===== src/rtl/fas_pkg.sv =====
// Shared definitions for the ripple-carry adder/subtractor: mode encoding,
// result struct and a bit-serial reference function for benches.
package fas_pkg;

  localparam logic ADD = 1'b1;
  localparam logic SUB = 1'b0;
  localparam int   MAX_WIDTH = 64;

  typedef struct packed {
    logic                 ovf;
    logic                 cout;
    logic [MAX_WIDTH-1:0] s;
  } fas_res_t;

  // Walks the same carry chain as the hardware; width must be 1..MAX_WIDTH.
  function automatic fas_res_t fas_ref(input int width,
                                       input logic [MAX_WIDTH-1:0] a,
                                       input logic [MAX_WIDTH-1:0] b,
                                       input logic cin,
                                       input logic a_ns);
    fas_res_t         r;
    logic [MAX_WIDTH:0] c;
    logic             bx;
    r    = '0;
    c    = '0;
    c[0] = cin;
    for (int i = 0; i < width; i++) begin
      bx       = b[i] ^ (a_ns == SUB);
      r.s[i]   = a[i] ^ bx ^ c[i];
      c[i+1]   = (a[i] & bx) | (a[i] & c[i]) | (bx & c[i]);
    end
    r.cout = c[width];
    r.ovf  = c[width] ^ c[width-1];
    return r;
  endfunction

endpackage


===== src/rtl/fas_bit.sv =====
// One-bit full adder-subtractor cell; b is inverted when a_ns selects subtract.
module fas_bit
  import fas_pkg::*;
(
  input  logic a,
  input  logic b,
  input  logic cin,
  input  logic a_ns,
  output logic s,
  output logic cout
);

  logic w_bx;

  assign w_bx = b ^ (a_ns == SUB);
  assign s    = a ^ w_bx ^ cin;
  assign cout = (a & w_bx) | (a & cin) | (w_bx & cin);

endmodule


===== src/rtl/full_add_sub.sv =====
// Parameterised ripple-carry adder/subtractor with a single registered output
// stage; operands are captured only when in_valid is high.
module full_add_sub #(
  parameter int WIDTH = 8
) (
  input  logic             clk,
  input  logic             rst,
  input  logic             in_valid,
  input  logic [WIDTH-1:0] a,
  input  logic [WIDTH-1:0] b,
  input  logic             cin,
  input  logic             a_ns,
  output logic             out_valid,
  output logic [WIDTH-1:0] s,
  output logic             cout,
  output logic             ovf
);

  logic [WIDTH:0]   w_c;
  logic [WIDTH-1:0] w_s;
  logic             w_ovf;

  logic             r_valid;
  logic [WIDTH-1:0] r_s;
  logic             r_cout;
  logic             r_ovf;

  assign w_c[0] = cin;

  generate
    for (genvar gi = 0; gi < WIDTH; gi++) begin : g_bit
      fas_bit u_bit (
        .a    (a[gi]),
        .b    (b[gi]),
        .cin  (w_c[gi]),
        .a_ns (a_ns),
        .s    (w_s[gi]),
        .cout (w_c[gi+1])
      );
    end
  endgenerate

  // For WIDTH=1 the lower tap is the raw carry-in.
  assign w_ovf = w_c[WIDTH] ^ w_c[WIDTH-1];

  // Result registers load only on valid so idle/X operands never reach outputs.
  always_ff @(posedge clk or posedge rst) begin
    if (rst) begin
      r_valid <= 1'b0;
      r_s     <= '0;
      r_cout  <= 1'b0;
      r_ovf   <= 1'b0;
    end else begin
      r_valid <= in_valid;
      if (in_valid) begin
        r_s    <= w_s;
        r_cout <= w_c[WIDTH];
        r_ovf  <= w_ovf;
      end
    end
  end

  assign out_valid = r_valid;
  assign s         = r_s;
  assign cout      = r_cout;
  assign ovf       = r_ovf;

endmodule


===== config.mk =====
export PLATFORM = sky130hd
export DESIGN_NAME = full_add_sub
export DESIGN_NICKNAME = d
export VERILOG_FILES = /design/src/rtl/fas_pkg.sv /design/src/rtl/fas_bit.sv /design/src/rtl/full_add_sub.sv
export SDC_FILE = /design/constraint.sdc
export NUM_CORES = 1
export LEC_CHECK = 0
export ABC_AREA = 1
export BUFFER_PORTS_ARGS = -buffer_cell sky130_fd_sc_hd__buf_2
export CORE_MARGIN = 4
export CORE_UTILIZATION = 44
export DETAILED_ROUTE_END_ITERATION = 12
export HOLD_SLACK_MARGIN = 0.05
export PLACE_DENSITY = 0.76
export SETUP_SLACK_MARGIN = 0.4
export SLEW_MARGIN = 25
export SYNTH_ARGS = -nofsm -noshare
export SYNTH_HDL_FRONTEND = slang
export SYNTH_SLANG_ARGS = --single-unit
export TNS_END_PERCENT = 5

===== constraint.sdc =====
create_clock -name clk -period 0.8 [get_ports clk]
set_input_delay 0.08 -clock clk [delete_from_list [all_inputs] [get_ports clk]]
set_output_delay 0.08 -clock clk [all_outputs]
set_load 0.03 [all_outputs]

Yosys cells after proc, flatten, opt, wreduce, memory -nomap -nowiden
Cells that the tools add are included.
Widths: inputs -> output; s select.
{ "classes": {"bitwise_logic": 66} }
{ "op_table": {"columns": ["operator", "count"], "rows": [
  ["$xor 1x1->1", 25],
  ["$and 1x1->1", 24],
  ["$or 1x1->1", 16],
  ["$not 1->1", 1]
]} }
{ "word_totals": {"register_bits": 11, "in_bits": 21, "output_inout_bits": 11, "word_cells": 70} }

Depth between registers and ports, before layout
Gate-level depths: netlist of run 1.
{ "logic_depth": {"ltp_word": 27, "depth_mapped": 16, "depth_no_buf": 15} }

Modules after synthesis
A second synthesis of run 1 with hierarchy kept.
{ "hier_totals": {"cells_unflattened": 128, "area_unflattened_um2": 875.8} }
{ "by_module_without_submodules": {"columns": ["mod", "instances", "cells_per_inst", "area_per_inst_um2", "seq_area_each_um2"], "rows": [
  ["full_add_sub", 1, 48, 445.4, 275.3],
  ["fas_bit", 8, 10, 53.8, 0.0]
]} }

Least setup slack after synthesis of run 1
No wires, ideal clock.
{ "synth_timing": {"kind": "in2reg", "startpoint": "in a_ns", "endpoint": "reg r_s[7] (netlist: s[7])", "setup_time_ps": 118, "t_arrival_ps": 3287, "t_required_ps": 682, "slack_ps": -2605, "cell_stages": 14, "path_buffers": 1, "cell_sequence": "buf_4 > xnor2_1 > fa_1 > fa_1 > inv_1 > fa_1 > fa_1 > fa_1 > fa_1 > fa_1 > inv_1 > fa_1 > nand2_1 > nand2_1"} }
{ "synth_between": {"elab_chain_len": 24, "elab_cells_between_ends": 45, "cone_classes": "bitwise (45)"} }
{ "synth_rtl": {"columns": ["element", "line", "text"], "rows": [
  ["from (decl)", "full_add_sub.sv:12", "input logic a_ns,"],
  ["$not 1->1 *", "fas_bit.sv:15", "assign w_bx = b ^ (a_ns == SUB);"],
  ["$xor 1x1->1", "fas_bit.sv:15", null],
  ["$and 1x1->1", "fas_bit.sv:17", "assign cout = (a & w_bx) | (a & cin) | (w_bx & cin);"],
  ["$or 1x1->1 (2 in a row)", "fas_bit.sv:17", null],
  ["$and 1x1->1", "fas_bit.sv:17", null],
  ["$or 1x1->1 (2 in a row)", "fas_bit.sv:17", null],
  ["$and 1x1->1", "fas_bit.sv:17", null],
  ["$or 1x1->1 (2 in a row)", "fas_bit.sv:17", null],
  ["(+3 left out)", null, null],
  ["$and 1x1->1", "fas_bit.sv:17", null],
  ["$or 1x1->1 (2 in a row)", "fas_bit.sv:17", null],
  ["$and 1x1->1", "fas_bit.sv:17", null],
  ["$or 1x1->1 (2 in a row)", "fas_bit.sv:17", null],
  ["$and 1x1->1", "fas_bit.sv:17", null],
  ["$or 1x1->1 (2 in a row)", "fas_bit.sv:17", null],
  ["$xor 1x1->1 *", "fas_bit.sv:16", "assign s = a ^ w_bx ^ cin;"],
  ["via g_bit[7].u_bit.s", "fas_bit.sv:9", "output logic s,"],
  ["to (signal assigned)", "full_add_sub.sv:56", "r_s <= w_s;"],
  ["to (decl)", "full_add_sub.sv:24", "logic [WIDTH-1:0] r_s;"]
]} }
The timed path passes the listed nets; every way through them passes the cells marked *.
A chain may end at the register's enable or synchronous reset.

Worst setup path in the final report of run 1
{ "layout_timing": {"startpoint": "in b[0]", "endpoint": "reg r_s[7] (netlist: s[7])"} }
{ "layout_between": {"elab_chain_len": 23, "elab_cells_between_ends": 30, "cone_classes": "bitwise (30)"} }
{ "layout_rtl": {"columns": ["element", "line", "text"], "rows": [
  ["from (decl)", "full_add_sub.sv:10", "input logic [WIDTH-1:0] b,"],
  ["$xor 1x1->1 *", "fas_bit.sv:15", null],
  ["$and 1x1->1", "fas_bit.sv:17", null],
  ["$or 1x1->1", "fas_bit.sv:17", null],
  ["$or 1x1->1 *", "fas_bit.sv:17", null],
  ["$and 1x1->1", "fas_bit.sv:17", null],
  ["$or 1x1->1", "fas_bit.sv:17", null],
  ["$or 1x1->1 *", "fas_bit.sv:17", null],
  ["$and 1x1->1", "fas_bit.sv:17", null],
  ["(+8 left out)", null, null],
  ["$and 1x1->1", "fas_bit.sv:17", null],
  ["$or 1x1->1", "fas_bit.sv:17", null],
  ["$or 1x1->1 *", "fas_bit.sv:17", null],
  ["$and 1x1->1", "fas_bit.sv:17", null],
  ["$or 1x1->1", "fas_bit.sv:17", null],
  ["$or 1x1->1 *", "fas_bit.sv:17", null],
  ["$xor 1x1->1 *", "fas_bit.sv:16", null],
  ["via g_bit[7].u_bit.s", "fas_bit.sv:9", null]
]} }
Marks and branches as above.

==> results.cfg, run 1 <==
[clock_network]
clockBufferDepth = 2
cts-root-buf = clkbuf_4
htree_levels = 1
cts_sinks = 11
cts_tree = yes
cts_buffers = 3
path_clk_slew_ns = 0.06
insertion_delay_ns = 0.26

[global_routing]
grt_pass1_wl_mm = 2.001
grt_pass1_vias = 504
antenna_found_initial = 0
grt_usage_pct = 12.98
grt-ovfl-total = 0
grt_max_degree = 17

[layout]
area_growth_pct = 45.92
ff_latch_area_um2 = 275.3
antennaDiodeCount = 0
fillers = 120
drive_gt1_share_pct = 51.00
nets = 130
layout_common_cells = nand2_1, buf_2, buf_6, dfrtp_1, inv_1
final_cells = 116
multiInputGateArea_um2 = 391.6

[yosys]
seq_area_frac_synth_pct = 39.93
syn_area_per_cell_um2 = 10.61
synthCells = 65
synthesis.nets = 94
ys_warn_count = 0
ys_ff_latch = 11
syn_area_um2 = 689.4
post_synth_num_cell_types = 13

[worst_setup_path]
cpMostUsedCell = fa_2
r2r_slack_ns = 0.14
crit_type = in -> reg
cp_data_arrival_time_ns = 3.11
cp_num_buf_inv = 3
path_delay_family = adder cells
cp_slowest_cell = fa_1
endpoint_kind = flip-flop
cpPeakStageDelay_ns = 0.40
path_max_fanout = 2
path_cells = buf_8 > xnor2_4 > fa_2 > fa_1 > inv_1 > fa_2 > fa_2 > fa_2 > fa_2 > fa_2 > inv_2 > fa_1 > nand2_1 > nand2_1
cp.required_ns = 0.95
crit_path_start_kind = primary input

[pwr]
p_leak_nw = 0.5139
p_int_mw = 1.323
comb_power_share_pct = 46.7
ir_drop_mv = 1.129
p_switching_uw = 779.4
power_frac_seq_pct = 36.3
switching_share_pct = 37.08
clkPwrFrac_pct = 17.0
p_per_area_nw_per_um2 = 2090

[timing]
min_period_over_period_pct = 369.6
drv_slew = 0
fin_crit_ns = 2.957
finalHoldViolCount = 11
max_freq_mhz = 338.2
whs_ns = -0.1977
fin_skew_ns = 0
worstMarginPinSlew_ns = 0.4186
rsz0062_at_grt = true
setup_slack_ns = -2.157
relSlewSlack_pct = 72.06
setup_viol = 20

[run_status]
failed_checks = hold timing, setup timing
status = finished with violations

[placement]
post-place-ws_ns = -2.550
dp_hpwl_mm = 1.077
dpl.cell_count = 112
globalplace.congestion = 0.7027
portBuffers = 31

[floorplan]
core_um2 = 1489
rows = 14
start_util_pct = 46.30
die-width_um = 47.59
die_area_um2 = 2264
die_h_um = 47.59
pin_count = 32

[drt]
totalWireLength_mm = 1.273
wl_per_cell_um = 10.97
drt_iter0_drc = 8
drt-vias-per-instance = 4.353
drcViolationCount = 0
ant_nets = 0
vias = 505
drtPass1Iterations = 4

[hold_path]
hold_path_class = in -> async

[flow_run]
drv_cap = 0
==> sequential cells by signal, summed over array words and instances (netlist names) <==
name,count
ovf,1
out_valid,1
cout,1
s,8
==> metal layers <==
layer,track usage [%],vias up,share of wire [%]
li1,-,261,-
met1,14.96,221,37
met2,22.46,21,52
met3,3.008,2,11
met4,6.452,0,0.63
met5,0,-,0
==> final cells by class <==
| cell class | instances | share of cell area, % |
|---|---|---|
| clock buffer | 4 | 2.612 |
| inverter | 10 | 3.731 |
| multi-input combinational | 42 | 38.93 |
| sequential | 11 | 27.36 |
| tap | 16 | 1.990 |
| timing repair buffer | 33 | 25.37 |
==> kinds of logic after synthesis <==
group | Yosys count | share of synthesized area [%]
compound gates | 6 | 7.077
xor+xnor | 8 | 10.16
fa+ha+maj | 8 | 23.23
buf+inv | 12 | 8.166
flops | 11 | 39.93
simple gates | 20 | 11.43
==> Yosys cell counts <==
cell,instances,area share [%]
nand2_1,18,9.8
dfrtp_1,11,40
inv_1,9,4.9
fa_1,8,23
o21ai_2,5,6.4
xor2_1,5,6.4
xnor2_1,3,3.8
buf_4,1,1.1
buf_6,1,1.6
inv_2,1,0.54
nand2_2,1,0.91
nand3_1,1,0.73
o21ai_0,1,0.73
==> stage by stage <==
| stage | total power, mW | instance area [um2] | TNS, ns | utilization (%) | hold slack, ns |
|---|---|---|---|---|---|
| 6_report | 2.102 | 1006 | -13.05 | 67.56 | -0.1977 |
| 3_3_place_gp | 1.549 | 880.8 | -15.45 | 59.16 | 0.07792 |
| 5_1_grt | 2.237 | 1006 | -14.13 | 67.56 | -0.1525 |
| 4_1_cts | 2.142 | 1006 | -13.26 | 67.56 | -0.1924 |
| 2_1_floorplan | 1.332 | 709.4 | -15.07 | - | -0.06756 |
| 3_5_place_dp | 1.586 | 880.8 | -15.89 | 59.16 | 0.09215 |
==> final timing paths <==
check | from | endpoint | cells past startpoint
min in group clk | in_valid | out_valid | 1
min reg2reg | s[0] | s[0] | 2
max | b[0] | s[7] | 14
min | rst | s[2] | 2
max reg2reg | s[4] | s[4] | 2
max in group asynchronous | rst | s[4] | 2
==> power groups by stage <==
stage	Combinational, mW	Sequential (mW)	Clock [mW]
global placement	0.811	0.738	0
detailed placement	0.839	0.747	0
floorplan	0.353	0.979	0
CTS	0.999	0.765	0.378
global route	1.06	0.778	0.395
finish	0.982	0.762	0.358
==> what timing repair did <==
action | CTS | global route
resized for setup | 28 | 0
endpoints found under the hold margin | 12 | 12
cloned | 0 | 0
pin swaps | 2 | 1
setup endpoints to repair | 21 | 21
setup buffers | 0 | 0
(Power assumes the default switching activity.)
==> run 2, diff against run 1 <==
==> constraint.sdc (replaced) <==
create_clock -name clk -period 0.8 [get_ports clk]
set_input_delay 0.24 -clock clk [delete_from_list [all_inputs] [get_ports clk]]
set_output_delay 0.24 -clock clk [all_outputs]
set_load 0.03 [all_outputs]
==> results.cfg, run 2 (synthesis results as in run 1) <==
[run_status]
status = finished with violations
failed_checks = hold timing, setup timing

[global_routing]
grt_max_degree = 17
grt-ovfl-total = 0
grt_usage_pct = 13.49
grt_pass1_wl_mm = 2.139
antenna_found_initial = 0
grt_pass1_vias = 523

[placement]
portBuffers = 31
globalplace.congestion = 0.6942
place_area_um2 = 895.9
post-place-ws_ns = -2.735
dpl.cell_count = 114
dp_hpwl_mm = 1.179

[layout]
final_util_pct = 67.56
antennaDiodeCount = 0
stdcell_area_um2 = 1006
multiInputGateArea_um2 = 380.4
final_cells = 118
fillers = 116
ff_latch_area_um2 = 275.3
area_growth_pct = 45.92
largest_reg_flops = 8
drive_gt1_share_pct = 51.96
nets = 132
layout_common_cells = nand2_1, buf_2, buf_6, dfrtp_1, inv_1

[floorplan]
die_h_um = 47.59
start_util_pct = 46.30
core_um2 = 1489
pin_count = 32
die_area_um2 = 2264
rows = 14
die-width_um = 47.59

[drt]
drtPass1Iterations = 4
drcViolationCount = 0
wl_per_cell_um = 11.48
totalWireLength_mm = 1.355
drt-vias-per-instance = 4.483
drt_iter0_drc = 5
ant_nets = 0
vias = 529

[timing]
rsz0062_at_grt = true
min_period_over_period_pct = 391.7
setup_tns_ns = -16.37
max_freq_mhz = 319.1
fin_crit_ns = 3.134
setup_viol = 21
setup_slack_ns = -2.334
fin_skew_ns = 0
worstMarginPinSlew_ns = 0.4149
finalHoldViolCount = 11
drv_slew = 0
whs_ns = -0.04740
relSlewSlack_pct = 72.31

[pwr]
p_per_area_nw_per_um2 = 2112
ir_drop_mv = 1.343
p_leak_nw = 0.5209
power_mw = 2.125

[clock_network]
insertion_delay_ns = 0.26
htree_levels = 1
clockBufferDepth = 2
path_clk_slew_ns = 0.07
cts_sinks = 11
cts-root-buf = clkbuf_4
cts_buffers = 3
cts_tree = yes
postCtsSetupRepairBufs = 0

[worst_setup_path]
timing.rr.start = s[2]
crit_type = in -> reg
r2r_cells = 3
r2r_slack_ns = 0.05
cp_data_arrival_time_ns = 3.29
endpoint_kind = flip-flop
timing.rr.end = s[2]
cp.required_ns = 0.95
critPathCapture = s[7]
path_max_fanout = 2
crit_path_start_kind = primary input
worstSetupStartpoint = b[0]

[flow_run]
drv_cap = 0

[hold_path]
hold_path_class = in -> async
run 2: final cells by class:
type                            instances  area share, %
Clock buffer                            4          2.612
Inverter                               10          3.731
Multi-Input combinational cell         42          37.81
Sequential cell                        11          27.36
Tap cell                               16          1.990
Timing Repair Buffer                   35          26.49
run 2: critical path: stages:
cell	delay, ns
buf_6	0.10
xnor2_2	0.15
fa_2	0.22
fa_1	0.16
inv_1	0.05
fa_2	0.34
fa_2	0.35
fa_2	0.36
fa_2	0.36
fa_2	0.37
inv_2	0.08
fa_1	0.40
nand2_1	0.08
nand2_1	0.05
run 2: report_power, final:
part           internal (mW)  switching, mW
clock network          0.193          0.177
logic                  0.470          0.532
registers              0.673         0.0808
run 2: how the worst min path moves through the flow:
stage / from / end / slack (ns) / cells after the start
3_5_place_dp: rst / s[0] / 0.25 / 2
2_1_floorplan: rst / cout / 0.09 / 1
3_3_place_gp: rst / s[0] / 0.24 / 2
5_1_grt: rst / s[6] / -0.02 / 2
4_1_cts: rst / s[2] / -0.04 / 2
6_report: rst / s[2] / -0.05 / 2
run 2: routing by layer:
metal / vias to the layer above / wire [um] / GRT usage (%) / part of all wire [%]
met4: 0 / 0 / 1.613 / 0
met3: 0 / 120 / 4.511 / 8.9
met1: 241 / 524 / 15.33 / 39
met5: - / 0 / 0 / 0
met2: 23 / 710 / 25.13 / 52
li1: 265 / - / - / -
run 2: timing repair:
action	in CTS	in global routing
pin swaps	3	0
endpoints found under the hold margin	11	11
endpoints found under the setup margin	21	21
resized for setup	26	0
==> run 3, diff against run 2 <==
- clock period: 0.8 -> 3.15 ns (I/O delays scaled with it)
==> results.cfg, run 3 (synthesis results as in run 1) <==
[run_status]
status = finished with violations
failed_checks = setup timing

[pwr]
ir_drop_mv = 0.2980
p_leak_nw = 0.4842
p_per_area_nw_per_um2 = 534.3
power_uw = 489.4

[global_routing]
grt_max_degree = 17
grt_pass1_wl_mm = 2.028
grt_usage_pct = 12.92
antenna_found_initial = 0
grt_pass1_vias = 498
grt-ovfl-total = 0

[flow_run]
drv_cap = 0

[layout]
antennaDiodeCount = 0
nets = 129
largest_reg_flops = 8
drive_gt1_share_pct = 50.51
fillers = 131
final_cells = 115
area_growth_pct = 32.85
mostFrequentLayoutCell = buf_2
layout_common_cells = buf_2, nand2_1, dfrtp_1, inv_1, fa_2

[drt]
vias = 514
drt_iter0_drc = 9
ant_nets = 0
totalWireLength_mm = 1.288
wl_per_cell_um = 11.20
drt-vias-per-instance = 4.470
drcViolationCount = 0
drtPass1Iterations = 4

[timing]
min_period_over_period_pct = 122.9
fin_skew_ns = 0
setup_tns_ns = -2.124
rsz0062_at_grt = true
drv_slew = 0
max_freq_mhz = 258.4
setup_viol = 5
fin_crit_ns = 3.870
setup_slack_ns = -0.7203
relSlewSlack_pct = 72.66
worstMarginPinSlew_ns = 0.4097
finalHoldViolCount = 0

[clock_network]
hold_buffers = 0
clockBufferDepth = 2
postCtsSetupRepairBufs = 0
insertion_delay_ns = 0.26
cts_sinks = 11
cts_buffers = 3
cts_tree = yes
path_clk_slew_ns = 0.07
htree_levels = 1
cts-root-buf = clkbuf_4

[worst_setup_path]
endpoint_kind = flip-flop
path_max_fanout = 3
cp_data_arrival_time_ns = 4.03
crit_type = in -> reg
crit_path_start_kind = primary input
cp.required_ns = 3.31

[floorplan]
die_area_um2 = 2264
rows = 14
core_um2 = 1489
pin_count = 32
start_util_pct = 46.30
die_h_um = 47.59
die-width_um = 47.59

[placement]
portBuffers = 31
globalplace.congestion = 0.7058
dpl.cell_count = 111
dp_hpwl_mm = 1.072

[hold_path]
hold_path_class = reg -> reg
-- run 3: cell types whose count changed in the layout (fill, tap and decap cells not counted), sizes merged --
cell | previous run | this run
buf | 35 | 32
-- run 3: path summary, 6_finish.rpt --
path / to / cells after the start / slack, ns / from
setup / recovery: s[7] / 14 / -0.72 / a_ns
hold / removal: s[1] / 2 / 0.47 / s[1]
setup reg to reg: s[2] / 2 / 2.52 / s[2]
hold reg to reg: s[1] / 2 / 0.47 / s[1]
max in group asynchronous: cout / 2 / 2.21 / rst
min in group asynchronous: s[4] / 2 / 0.66 / rst
-- run 3: power breakdown --
| group | total, mW | switching, mW | leakage (nW) | internal, mW |
|---|---|---|---|---|
| clock | 0.0926 | 0.0437 | 0.0150 | 0.0489 |
| combinational | 0.211 | 0.132 | 0.336 | 0.0783 |
| sequential | 0.186 | 0.0154 | 0.133 | 0.171 |
| total | 0.489 | 0.191 | 0.484 | 0.298 |
-- run 3: what timing repair did --
item                       in CTS  in global routing
pin swaps                       0                  1
resized for setup               2                  1
setup endpoints to repair       6                  6
-- run 3: metrics by stage --
step	hold slack [ns]	utilization (%)	instance area [um2]	setup slack (ns)
2_1_floorplan	0.6489	-	709.4	-0.9354
5_1_grt	0.5001	61.51	915.9	-0.8143
3_5_place_dp	0.4543	58.66	873.3	-1.048
6_report	0.4679	61.51	915.9	-0.7203
3_3_place_gp	0.4482	58.66	873.3	-0.9724
4_1_cts	0.4719	60.76	904.6	-0.7112
-- run 3: layout make-up --
cell class / count / area, um2 / share of cell area (%)
clock buffers: 4 / 26.28 / 2.869
multi-input cells: 42 / 391.6 / 42.76
repair buffers: 32 / 165.2 / 18.03
inverters: 10 / 37.54 / 4.098
flip-flops and latches: 11 / 275.3 / 30.05
well taps: 16 / 20.02 / 2.186
-- run 3: worst max-delay path, stage by stage --
cell	delay (ns)
buf_4	0.14
xnor2_4	0.17
fa_2	0.22
fa_1	0.15
inv_1	0.05
fa_2	0.33
fa_2	0.34
fa_2	0.34
fa_2	0.35
fa_2	0.37
inv_2	0.07
fa_1	0.40
nand2_1	0.08
nand2_1	0.05
-- run 3: metal layers --
metal	track usage, %	routed length (um)	vias to the layer above
met5	0	0	-
met4	4.839	0	0
met3	2.256	128	0
met2	22.73	627	25
met1	15.75	533	230
li1	-	-	259
